## src/rtl/modo2_pkg.sv

```systemverilog
// Shared constants for the FPGAudio mode-2 (recording) controller:
// state encodings and default timing parameters.
package modo2_pkg;

  localparam int ESTADO_W = 4;

  localparam logic [ESTADO_W-1:0] EST_INICIAL  = 4'd0;
  localparam logic [ESTADO_W-1:0] EST_PREPARA  = 4'd1;
  localparam logic [ESTADO_W-1:0] EST_CONTAGEM = 4'd2;
  localparam logic [ESTADO_W-1:0] EST_ESPERA   = 4'd3;
  localparam logic [ESTADO_W-1:0] EST_REGISTRA = 4'd4;
  localparam logic [ESTADO_W-1:0] EST_MEDE     = 4'd5;
  localparam logic [ESTADO_W-1:0] EST_GRAVA    = 4'd6;
  localparam logic [ESTADO_W-1:0] EST_PROXIMO  = 4'd7;
  localparam logic [ESTADO_W-1:0] EST_FIM      = 4'd8;

  localparam int MAX_NOTAS_PADRAO    = 16;
  localparam int DUR_W_PADRAO        = 4;
  localparam int CONTAGEM_PADRAO     = 4;
  localparam int SILENCIO_MAX_PADRAO = 16;

  // The metronome runs from count-in through the end of each note write.
  function automatic logic metro_ativo(input logic [ESTADO_W-1:0] estado);
    return (estado >= EST_CONTAGEM) && (estado <= EST_PROXIMO);
  endfunction

endpackage

```

## src/rtl/modo2_gravacao_controle_contador.sv

```systemverilog
// Saturating tick counter: synchronous clear, tick-gated increment that
// stops at LIMITE, and a flag that is high while the count sits at LIMITE.
module contador_ticks_sat #(
  parameter int W      = 4,
  parameter int LIMITE = 15
) (
  input  logic         clock,
  input  logic         reset,
  input  logic         zera,
  input  logic         tick,
  output logic [W-1:0] valor,
  output logic         no_limite
);

  localparam logic [W-1:0] LIM = W'(LIMITE);

  always_ff @(posedge clock or posedge reset) begin
    if (reset) begin
      valor <= '0;
    end else if (zera) begin
      valor <= '0;
    end else if (tick && (valor != LIM)) begin
      valor <= valor + 1'b1;
    end
  end

  assign no_limite = (valor == LIM);

endmodule

```

## src/rtl/modo2_gravacao_controle.sv

```systemverilog
// Mode-2 recording controller: count-in, then captures each held key as one
// note-memory write (address, duration in ticks) until stop, silence or full.
module modo2_gravacao_controle
  import modo2_pkg::*;
#(
  parameter int MAX_NOTAS    = MAX_NOTAS_PADRAO,
  parameter int ADDR_W       = 4,
  parameter int DUR_W        = DUR_W_PADRAO,
  parameter int CONTAGEM     = CONTAGEM_PADRAO,
  parameter int SILENCIO_MAX = SILENCIO_MAX_PADRAO
) (
  input  logic              clock,
  input  logic              reset,
  input  logic              iniciar,
  input  logic              finalizar,
  input  logic              nota_feita,
  input  logic              tick_metro,
  output logic [ADDR_W-1:0] endereco,
  output logic [DUR_W-1:0]  duracao,
  output logic              gravaM,
  output logic              registraR,
  output logic              zeraMetro,
  output logic              contaMetro,
  output logic              metro_120BPM,
  output logic              toca,
  output logic [ADDR_W:0]   tamanho,
  output logic              pronto,
  output logic              cheia,
  output logic [3:0]        db_estado
);

  localparam int CW = $clog2(CONTAGEM + 1);
  localparam int SW = $clog2(SILENCIO_MAX + 1);
  localparam logic [ADDR_W-1:0] END_ULT = ADDR_W'(MAX_NOTAS - 1);
  localparam logic [DUR_W-1:0]  DUR_UM  = DUR_W'(1);

  logic [ESTADO_W-1:0] estado, estado_prox;
  logic                fin_pend;

  logic [CW-1:0]    cont_valor;
  logic [SW-1:0]    sil_valor;
  logic [DUR_W-1:0] dur_valor;
  logic             cont_ultimo, sil_ultimo, dur_cheio;
  logic             soltou;

  assign soltou = !nota_feita || finalizar;

  // Count-in and silence counters stop one short of their limit, so the
  // tick that arrives while parked there is the one that ends the phase.
  contador_ticks_sat #(.W(CW), .LIMITE(CONTAGEM - 1)) u_contagem (
    .clock     (clock),
    .reset     (reset),
    .zera      (estado == EST_PREPARA),
    .tick      (tick_metro && (estado == EST_CONTAGEM)),
    .valor     (cont_valor),
    .no_limite (cont_ultimo)
  );

  contador_ticks_sat #(.W(SW), .LIMITE(SILENCIO_MAX - 1)) u_silencio (
    .clock     (clock),
    .reset     (reset),
    .zera      ((estado == EST_PREPARA) || (estado == EST_PROXIMO)),
    .tick      (tick_metro && (estado == EST_ESPERA) && !finalizar && !nota_feita),
    .valor     (sil_valor),
    .no_limite (sil_ultimo)
  );

  contador_ticks_sat #(.W(DUR_W), .LIMITE((1 << DUR_W) - 1)) u_duracao (
    .clock     (clock),
    .reset     (reset),
    .zera      ((estado == EST_PREPARA) || (estado == EST_REGISTRA)),
    .tick      (tick_metro && (estado == EST_MEDE) && !soltou),
    .valor     (dur_valor),
    .no_limite (dur_cheio)
  );

  always_ff @(posedge clock or posedge reset) begin
    if (reset) estado <= EST_INICIAL;
    else       estado <= estado_prox;
  end

  always_comb begin
    estado_prox = estado;
    case (estado)
      EST_INICIAL:  if (iniciar) estado_prox = EST_PREPARA;
      EST_PREPARA:  estado_prox = EST_CONTAGEM;
      EST_CONTAGEM: if (tick_metro && cont_ultimo) estado_prox = EST_ESPERA;
      EST_ESPERA: begin
        if (finalizar)                     estado_prox = EST_FIM;
        else if (nota_feita)               estado_prox = EST_REGISTRA;
        else if (tick_metro && sil_ultimo) estado_prox = EST_FIM;
      end
      EST_REGISTRA: estado_prox = EST_MEDE;
      EST_MEDE:     if (soltou) estado_prox = EST_GRAVA;
      EST_GRAVA:    estado_prox = EST_PROXIMO;
      EST_PROXIMO: begin
        if ((endereco == END_ULT) || fin_pend) estado_prox = EST_FIM;
        else                                   estado_prox = EST_ESPERA;
      end
      EST_FIM:      if (iniciar) estado_prox = EST_PREPARA;
      default:      estado_prox = EST_INICIAL;
    endcase
  end

  always_ff @(posedge clock or posedge reset) begin
    if (reset) begin
      endereco <= '0;
      tamanho  <= '0;
      duracao  <= '0;
      cheia    <= 1'b0;
      fin_pend <= 1'b0;
    end else begin
      case (estado)
        EST_PREPARA: begin
          endereco <= '0;
          tamanho  <= '0;
          duracao  <= '0;
          cheia    <= 1'b0;
          fin_pend <= 1'b0;
        end
        EST_MEDE: begin
          if (finalizar) fin_pend <= 1'b1;
          // A note released before any tick still occupies one tick.
          if (soltou) duracao <= (dur_cheio || (dur_valor != '0)) ? dur_valor : DUR_UM;
        end
        EST_PROXIMO: begin
          tamanho <= tamanho + 1'b1;
          if (endereco == END_ULT) cheia    <= 1'b1;
          else if (!fin_pend)      endereco <= endereco + 1'b1;
        end
        default: ;
      endcase
    end
  end

  assign gravaM       = (estado == EST_GRAVA);
  assign registraR    = (estado == EST_REGISTRA);
  assign zeraMetro    = (estado == EST_PREPARA);
  assign contaMetro   = metro_ativo(estado);
  assign metro_120BPM = metro_ativo(estado);
  assign toca         = (estado == EST_MEDE);
  assign pronto       = (estado == EST_FIM);
  assign db_estado    = estado;

endmodule

```

## config.mk

```make
export PLATFORM = sky130hd
export DESIGN_NAME = modo2_gravacao_controle
export DESIGN_NICKNAME = d
export VERILOG_FILES = /design/src/rtl/modo2_pkg.sv /design/src/rtl/modo2_gravacao_controle_contador.sv /design/src/rtl/modo2_gravacao_controle.sv
export SDC_FILE = /design/constraint.sdc
export NUM_CORES = 1
export LEC_CHECK = 0
export ABC_AREA = 1
export CAP_MARGIN = 20
export CORE_MARGIN = 1
export CORE_UTILIZATION = 49
export CTS_BUF_LIST = sky130_fd_sc_hd__clkbuf_4
export DETAILED_ROUTE_END_ITERATION = 8
export GPL_ROUTABILITY_DRIVEN = 0
export PLACE_DENSITY = 0.9
export SYNTH_ARGS = -nofsm -noshare
export SYNTH_HDL_FRONTEND = slang
export SYNTH_SLANG_ARGS = --single-unit
```

## constraint.sdc

```tcl
create_clock -name clock -period 1.6 [get_ports clock]
set_input_delay 0.32 -clock clock [delete_from_list [all_inputs] [get_ports clock]]
set_output_delay 0.32 -clock clock [all_outputs]
set_load 0.03 [all_outputs]
```

# Word-level counts from Yosys, hierarchy flattened
# Cells that the tools add are included.
# word_totals
register_bits	31
in_bits	6
out_inout_bits	25
wordCells	97
# op_classes
add_sub_neg	5
order_cmp	2
n_eq_ne	23
n_mux	25
reduce_logical	33
# op_table
operator	count
2-to-1 mux 4 bit	13
one-hot mux 4 bit (8 select lines)	1
equality test 4 x 3 -> 1 bit (second input constant)	4
one-hot mux 4 bit (2 select lines)	2
equality test 4 bit (second input constant)	3
logical AND 1 bit	12
adder 5 x 1 -> 5 bit (second input constant)	2
2-to-1 mux 5 bit	2
one-hot mux 5 bit (2 select lines)	1
nonzero test 2 bit	5
adder 4 x 1 -> 4 bit (second input constant)	2
equality test 4 x 2 -> 1 bit (second input constant)	2
inequality test 2 x 1 -> 1 bit (second input constant)	4
2-to-1 mux 3 bit	2
inequality test 2 bit (second input constant)	3
AND reduction 2 bit	3
equality test 5 x 4 -> 1 bit (second input constant)	1
logical OR 1 bit	5
inequality test 5 x 4 -> 1 bit (second input constant)	1
equality test 4 x 1 -> 1 bit (second input constant)	1
greater-or-equal comparator 4 x 2 -> 1 bit (second input constant)	1
less-or-equal comparator 4 x 3 -> 1 bit (second input constant)	1
zero test 4 bit	1
inequality test 4 x 3 -> 1 bit (second input constant)	1
other kinds (11)	15

# Logic depth before layout (Yosys ltp)
# Gate-level depths: netlist of run 1.
# logic_depth
ltp_word	7
ltp_mapped	12
depth_no_buf	12

# Hierarchy
# Synthesis of run 1 repeated with hierarchy kept, for this count alone.
# unflattened
hier_cells	246
area_unflattened_um2	1850.5
# modules_own_cells
module	instances	cells_per_inst	area_each_um2	seq_area_each_um2
modo2_gravacao_controle	1	156	1157.4	475.5
contador_ticks_sat (u_silencio)	1	37	286.5	125.1
contador_ticks_sat (u_duracao)	1	30	229.0	100.1
contador_ticks_sat (u_contagem)	1	23	177.7	75.1

# Worst setup path before layout of run 1
# Ideal clock, no wire load.
# synth_path
kind	flip-flop to output port
startpoint	reg estado[2], in the netlist db_estado[2]
endpoint	out metro_120BPM
t_arrival_ps	1533
required_time_ps	1280
setup_slack_ps	-253
path_stages_with_launch	4
path_buffers	1
cell_sequence	dfrtp_1 inv_1 a21oi_1 buf_4
# synth_via
elab_chain_cells	2
elab_cells_between_ends	3
cone_classes	2 x order compare; 1 x reduce/logical
# synth_lines
element	line_no	text
from (decl)	modo2_gravacao_controle.sv:37	logic [ESTADO_W-1:0] estado, estado_prox;
from (signal assigned)	modo2_gravacao_controle.sv:79	else estado <= estado_prox;
greater-or-equal comparator 4 x 2 -> 1 bit or less-or-equal comparator 4 x 3 -> 1 bit (tied branches)	-	
logical AND 1 bit (*)	-	
to (decl)	modo2_gravacao_controle.sv:24	output logic metro_120BPM,
# Mark *: on every way between the ends. The rest lies on a longest branch, timed or not.

# Worst setup path after layout of run 1
# layout_path
startpoint	reg estado[3], in the netlist db_estado[3]
endpoint	out zeraMetro
# layout_via
elab_chain_cells	1
# layout_lines
element	line_no	text
equality test 4 x 1 -> 1 bit	modo2_gravacao_controle.sv:138	assign zeraMetro = (estado == EST_PREPARA);
to (decl)	modo2_gravacao_controle.sv:22	output logic zeraMetro,
# Every way passes these cells.

==> results of run 1 <==
kinds of logic after synthesis:
group	share of synthesized area
AOI/OAI and AO/OA	0.0784
xor gates and xnor gates	0.0353
adders and majority gates	0.0576
DFF	0.446
and+or+nand+nor	0.318
buffers and inverters	0.0647
final timing paths:
path / endpoint
worst max-delay path: zeraMetro
worst min-delay path: u_silencio.valor[2]
worst max register to register: db_estado[3]
worst min register to register: duracao[1]
max in group asynchronous: db_estado[3]
min in group clock: duracao[1]
timing repair:
action                     4_1_cts  5_1_grt
setup buffers                   11        8
resized for setup               42       19
setup endpoints to repair       33       22
hold buffers                     0        0
pin swaps                        6        8
per-stage QoR:
step / cells / setup WS [ns] / hold WS (ns) / setup TNS (ns) / area, µm²
detailed placement: 301 / -0.0602 / 0.457 / -0.505 / 2160
global placement: 301 / 0.00545 / 0.452 / 0 / 2160
floorplan: 217 / -0.0535 / 0.424 / -0.0535 / 1760
CTS: 320 / -0.0924 / 0.360 / -0.321 / 2360
global route: 328 / -0.174 / 0.391 / -1.47 / 2470
finish: 328 / -0.112 / 0.354 / -0.553 / 2470
critical path: stages, from the launching register on:
cell and delay [ns]:
dfrtp_2 0.46, buf_4 0.16, nor2_4 0.16, nand2_4 0.08
inv_4 0.06, buf_6 0.12
synthesized netlist by cell type, types with 2 or more instances:
cell / number / area, µm²
nand2_1: 53 / 199
dfrtp_1: 31 / 776
nand3_1: 20 / 100
nor2_1: 18 / 67.6
inv_1: 17 / 63.8
inv_2: 11 / 41.3
o21ai_1: 11 / 55.1
a21oi_1: 8 / 40.0
ha_1: 8 / 100
o21ai_0: 7 / 35.0
nand2_2: 6 / 37.5
xor2_1: 6 / 52.6
nor3_1: 4 / 20.0
nor2_2: 3 / 18.8
nor2_4: 3 / 33.8
nand3b_1: 2 / 15.0
state kept, by name (all words and copies together) (netlist names):
register / flops
u_contagem.valor: 3
cheia: 1
duracao: 4
fin_pend: 1
tamanho: 5
db_estado: 4
u_duracao.valor: 4
endereco: 4
u_silencio.valor: 5
layout by cell type, fill, tap and decap left out, types with 3 or more instances in the layout:
cell type	synthesis	layout
nand2_1	53	47
dfrtp_1	31	28
buf_4	1	28
nand3_1	20	19
dlygate4sd2_1	0	16
inv_1	17	15
nor2_1	18	13
nand2_2	6	10
inv_2	11	9
o21ai_1	11	9
nor2_4	3	7
o21ai_0	7	7
a21oi_1	8	7
buf_6	0	7
xor2_1	6	6
ha_1	8	6
clkbuf_4	0	5
clkdlybuf4s50_1	0	5
inv_4	0	4
nor2_2	3	4
dfrtp_2	0	3
cell type report:
type                    instances  area (µm²)  share of cell area
clock buffers                   5        37.5              0.0152
clock inverters                 3        38.8              0.0157
inverters                      28         115              0.0465
multi-input cells             157         956               0.386
flip-flops and latches         31         779               0.315
well taps                      46        57.6              0.0233
repair buffers                 58         489               0.198
layer usage:
| layer | GRT usage | vias up |
|---|---|---|
| met5 | 0 | - |
| met4 | 0.108 | 0 |
| met3 | 0.0672 | 12 |
| met2 | 0.389 | 77 |
| met1 | 0.288 | 792 |
| li1 | - | 829 |
power breakdown:
| group | total (mW) | internal (mW) | switching, mW | leakage (nW) |
|---|---|---|---|---|
| Clock | 0.605 | 0.321 | 0.284 | 0.0426 |
| Combinational | 2.54 | 0.989 | 1.55 | 0.857 |
| Sequential | 1.15 | 0.959 | 0.192 | 0.420 |
| Total | 4.30 | 2.27 | 2.03 | 1.32 |
==> results.ini, run 1 <==
[clock_network]
clkSinkCount=31
cts_buffer_depth=2
clk_pin_slew_ns=0.10
cts_tree=done
root_buffer=clkbuf_4
clock_latency_ns=0.34
htreeDepth=2
cts_made_buffers=5

[critical_path]
rrSetupSlack_ns=-0.06
arrival_ns=1.39
reg2reg_from=u_silencio.valor[1]
endpoint_kind=output port
critPathRequiredTime_ns=1.28
crit_fanout=4
crit_type=flop to output port
r2r.worst_path.cells=12
worst_setup_path_start_kind=flop
crit_start=db_estado[3]

[floorplan]
die_y_um=61.6
ioPinCount=31
core_area_um2=3360
die_x_um=61.6
die_area_um2=3790
num_rows=21
initial_core_util=0.517

[finish]
layout-drive-gt1-share=0.337
fillCellCount=261
n_antenna_cell=0
areaGrowthSynthToFinish_pct=42.2
fin_util=0.735
design.final.nets=295

[drt]
routed_wl_um=4380
viasPerCell=5.21
wl_met2_um=2120
wire_per_inst_um=13.3
first_iter_violations=88
drc=0
num_vias=1710
wirelength_met1_um=1830
top_layer=met4
drtAntennaViolNets=0
drt_pass1_iterations=4
wl_met3_um=306

[timing]
max_freq_mhz=584
setup_viol=8
grt_setup_unrepaired=yes
max-slew-margin-rel=0.738
hold_viol_final=0
fin_skew_ns=0.00964
period_share=1.07
final.setup.worst_slack_ns=-0.112
period_needed_ns=1.71
maxSlewViolCount=0
tightestPinTransition_ns=0.394

[outcome]
status=complete, but fails checks
violations=negative setup slack

[power_and_ir_drop]
power-per-cell-area_nw_per_um2=1740
peakVddDrop_mv=1.43
p_total_mw=4.30
leakage_nw=1.32

[flow_run]
drv_cap=0

[synth]
ys_ff_latch=31
synth_warnings=0
synth_edf_count=0
avgSynthCellArea_um2=8.01
synthFlopType=dfrtp_1
ys_seq_area_frac=0.446
synth.distinct_cells=25
syn-cell-area_um2=1740
syn_inst=217
synthesis.nets=231
synthArstFlopShare=1.00

[grt]
grt_util_all_layers=0.237
grt-ovfl-total=0
antenna_found_initial=0
grt_pass1_vias=1476
grt_start_max_net_pins=32
grt_pass1_wl_um=6400

[place]
hpwl_um=2730
numPortBuffers=30

[min_path]
hp-class=primary input to asynchronous set/reset pin

No activity file was read; power rests on OpenSTA's default activity.
==> run 2, diff against run 1 <==
--- a/config.mk
+++ b/config.mk
@@ -10,9 +10,10 @@
 export CORE_MARGIN = 1
 export CORE_UTILIZATION = 49
 export CTS_BUF_LIST = sky130_fd_sc_hd__clkbuf_4
+export CTS_CLUSTER_DIAMETER = 60
 export DETAILED_ROUTE_END_ITERATION = 8
 export GPL_ROUTABILITY_DRIVEN = 0
-export PLACE_DENSITY = 0.9
+export PLACE_DENSITY = 0.78
 export SYNTH_ARGS = -nofsm -noshare
 export SYNTH_HDL_FRONTEND = slang
 export SYNTH_SLANG_ARGS = --single-unit
==> results.ini, run 2 (synthesis results as in run 1) <==
[min_path]
hp-class=primary input to asynchronous set/reset pin

[flow_run]
drv_cap=0

[grt]
top_usage_layer=met2
grt_util_met2=0.321
grt_pass1_vias=1331
use_met1=0.311
grt_start_max_net_pins=32
grt_pass1_wl_um=5950
grtUsageMet3=0.0483
grt-ovfl-total=0
antenna_found_initial=0
grt_util_all_layers=0.219

[clock_network]
htreeDepth=2
clock_latency_ns=0.33
cts_made_buffers=5
hold_buffers=0
cts_buffer_depth=2
root_buffer=clkbuf_4
clkSinkCount=31
cts_tree=done
clk_pin_slew_ns=0.10

[floorplan]
ioPinCount=31
die_area_um2=3790
core_area_um2=3360
num_rows=21
die_y_um=61.6
die_x_um=61.6
initial_core_util=0.517

[finish]
fin_util=0.726
top_regs=tamanho (5), u_silencio.valor (5)
fin_area_um2=2440
areaGrowthSynthToFinish_pct=40.4
final_cell_mix=47 x nand2_1, 28 x dfrtp_1, 22 x buf_4, 19 x nand3_1, 16 x dlygate4sd2_1
n_antenna_cell=0
design.final.nets=292
fin_cells=325
final_common_cell=nand2_1
layout-drive-gt1-share=0.326

[timing]
grt_setup_unrepaired=yes
max_freq_mhz=592
max-slew-margin-rel=0.739
period_needed_ns=1.69
fin_skew_ns=0.00792
setup_viol=5
maxSlewViolCount=0
tightestPinTransition_ns=0.392
period_share=1.06
hold_viol_final=0
final.setup.worst_slack_ns=-0.0901

[critical_path]
endpoint_kind=output port
crit_fanout=3
crit_type=flop to output port
reg2reg_from=u_silencio.valor[1]
arrival_ns=1.37
crit_start=db_estado[1]
critPathRequiredTime_ns=1.28
worst_setup_path_start_kind=flop

[drt]
drt_pass1_iterations=4
routed_wl_um=4000
first_iter_violations=86
viasPerCell=4.88
drc=0
drtAntennaViolNets=0
num_vias=1586
wire_per_inst_um=12.3

[power_and_ir_drop]
peakVddDrop_mv=1.18
leakage_nw=1.30
power-per-cell-area_nw_per_um2=1660

[place]
hpwl_um=2650
dpl-instance-area_um2=2160
numPortBuffers=30
place_inst=302

[outcome]
status=complete, but fails checks
violations=negative setup slack

==> run 2: cell count changes in the layout (fill, tap and decap cells not counted), sizes merged <==
cell           previous run  this run
clkbuf                    7         8
buf                      35        32
clkinv                    2         1
clkdlybuf4s15             0         1
bufinv                    1         0
==> run 2: final cells by class <==
cell class | count | area [µm²]
fillers | 287 | 921
clock buffers | 7 | 52.6
repair buffers | 55 | 484
clock inverters | 1 | 5.00
multi-input cells | 157 | 953
flip-flops and latches | 31 | 779
well taps | 46 | 57.6
inverters | 28 | 110
==> run 2: final timing paths <==
check | cells after the start | slack [ns] | to
worst max-delay path | 5 | -0.09 | toca
worst min-delay path | 3 | 0.36 | duracao[2]
worst max register to register | 12 | -0.01 | db_estado[0]
worst min register to register | 2 | 0.48 | duracao[1]
max in group asynchronous | 3 | 0.93 | db_estado[3]
min in group clock | 2 | 0.48 | duracao[1]
==> run 2: power breakdown <==
group | total (mW) | internal (mW) | switching [mW]
combinational | 2.43 | 0.961 | 1.47
sequential | 1.16 | 0.960 | 0.197
clock | 0.471 | 0.205 | 0.266
total | 4.06 | 2.13 | 1.93
==> run 2: critical path: stages (launching register included) <==
cell and delay (ns):
dfrtp_1 0.44, buf_6 0.16, nor2_4 0.16, nand2_2 0.09
inv_2 0.08, buf_6 0.13
==> run 2: per-layer routing <==
metal / wire, µm / part of all wire
met2: 1850 / 0.46
met5: 0 / 0
met1: 1900 / 0.48
met4: 89 / 0.022
met3: 156 / 0.039
==> run 2: repair_timing <==
action	4_1_cts	5_1_grt
setup buffers	11	4
setup endpoints to repair	29	20
pin swaps	4	11
gates resized for setup	39	23
==> run 2: through the flow <==
| stage | hold slack [ns] | TNS [ns] | power [mW] | setup slack, ns |
|---|---|---|---|---|
| 2_1_floorplan | 0.424 | -0.0535 | 2.47 | -0.0535 |
| 3_3_place_gp | 0.456 | -0.277 | 3.07 | -0.0753 |
| 3_5_place_dp | 0.462 | -0.485 | 3.09 | -0.110 |
| 4_1_cts | 0.374 | -0.103 | 3.86 | -0.0430 |
| 5_1_grt | 0.419 | -0.890 | 4.33 | -0.149 |
| 6_report | 0.362 | -0.168 | 4.06 | -0.0901 |
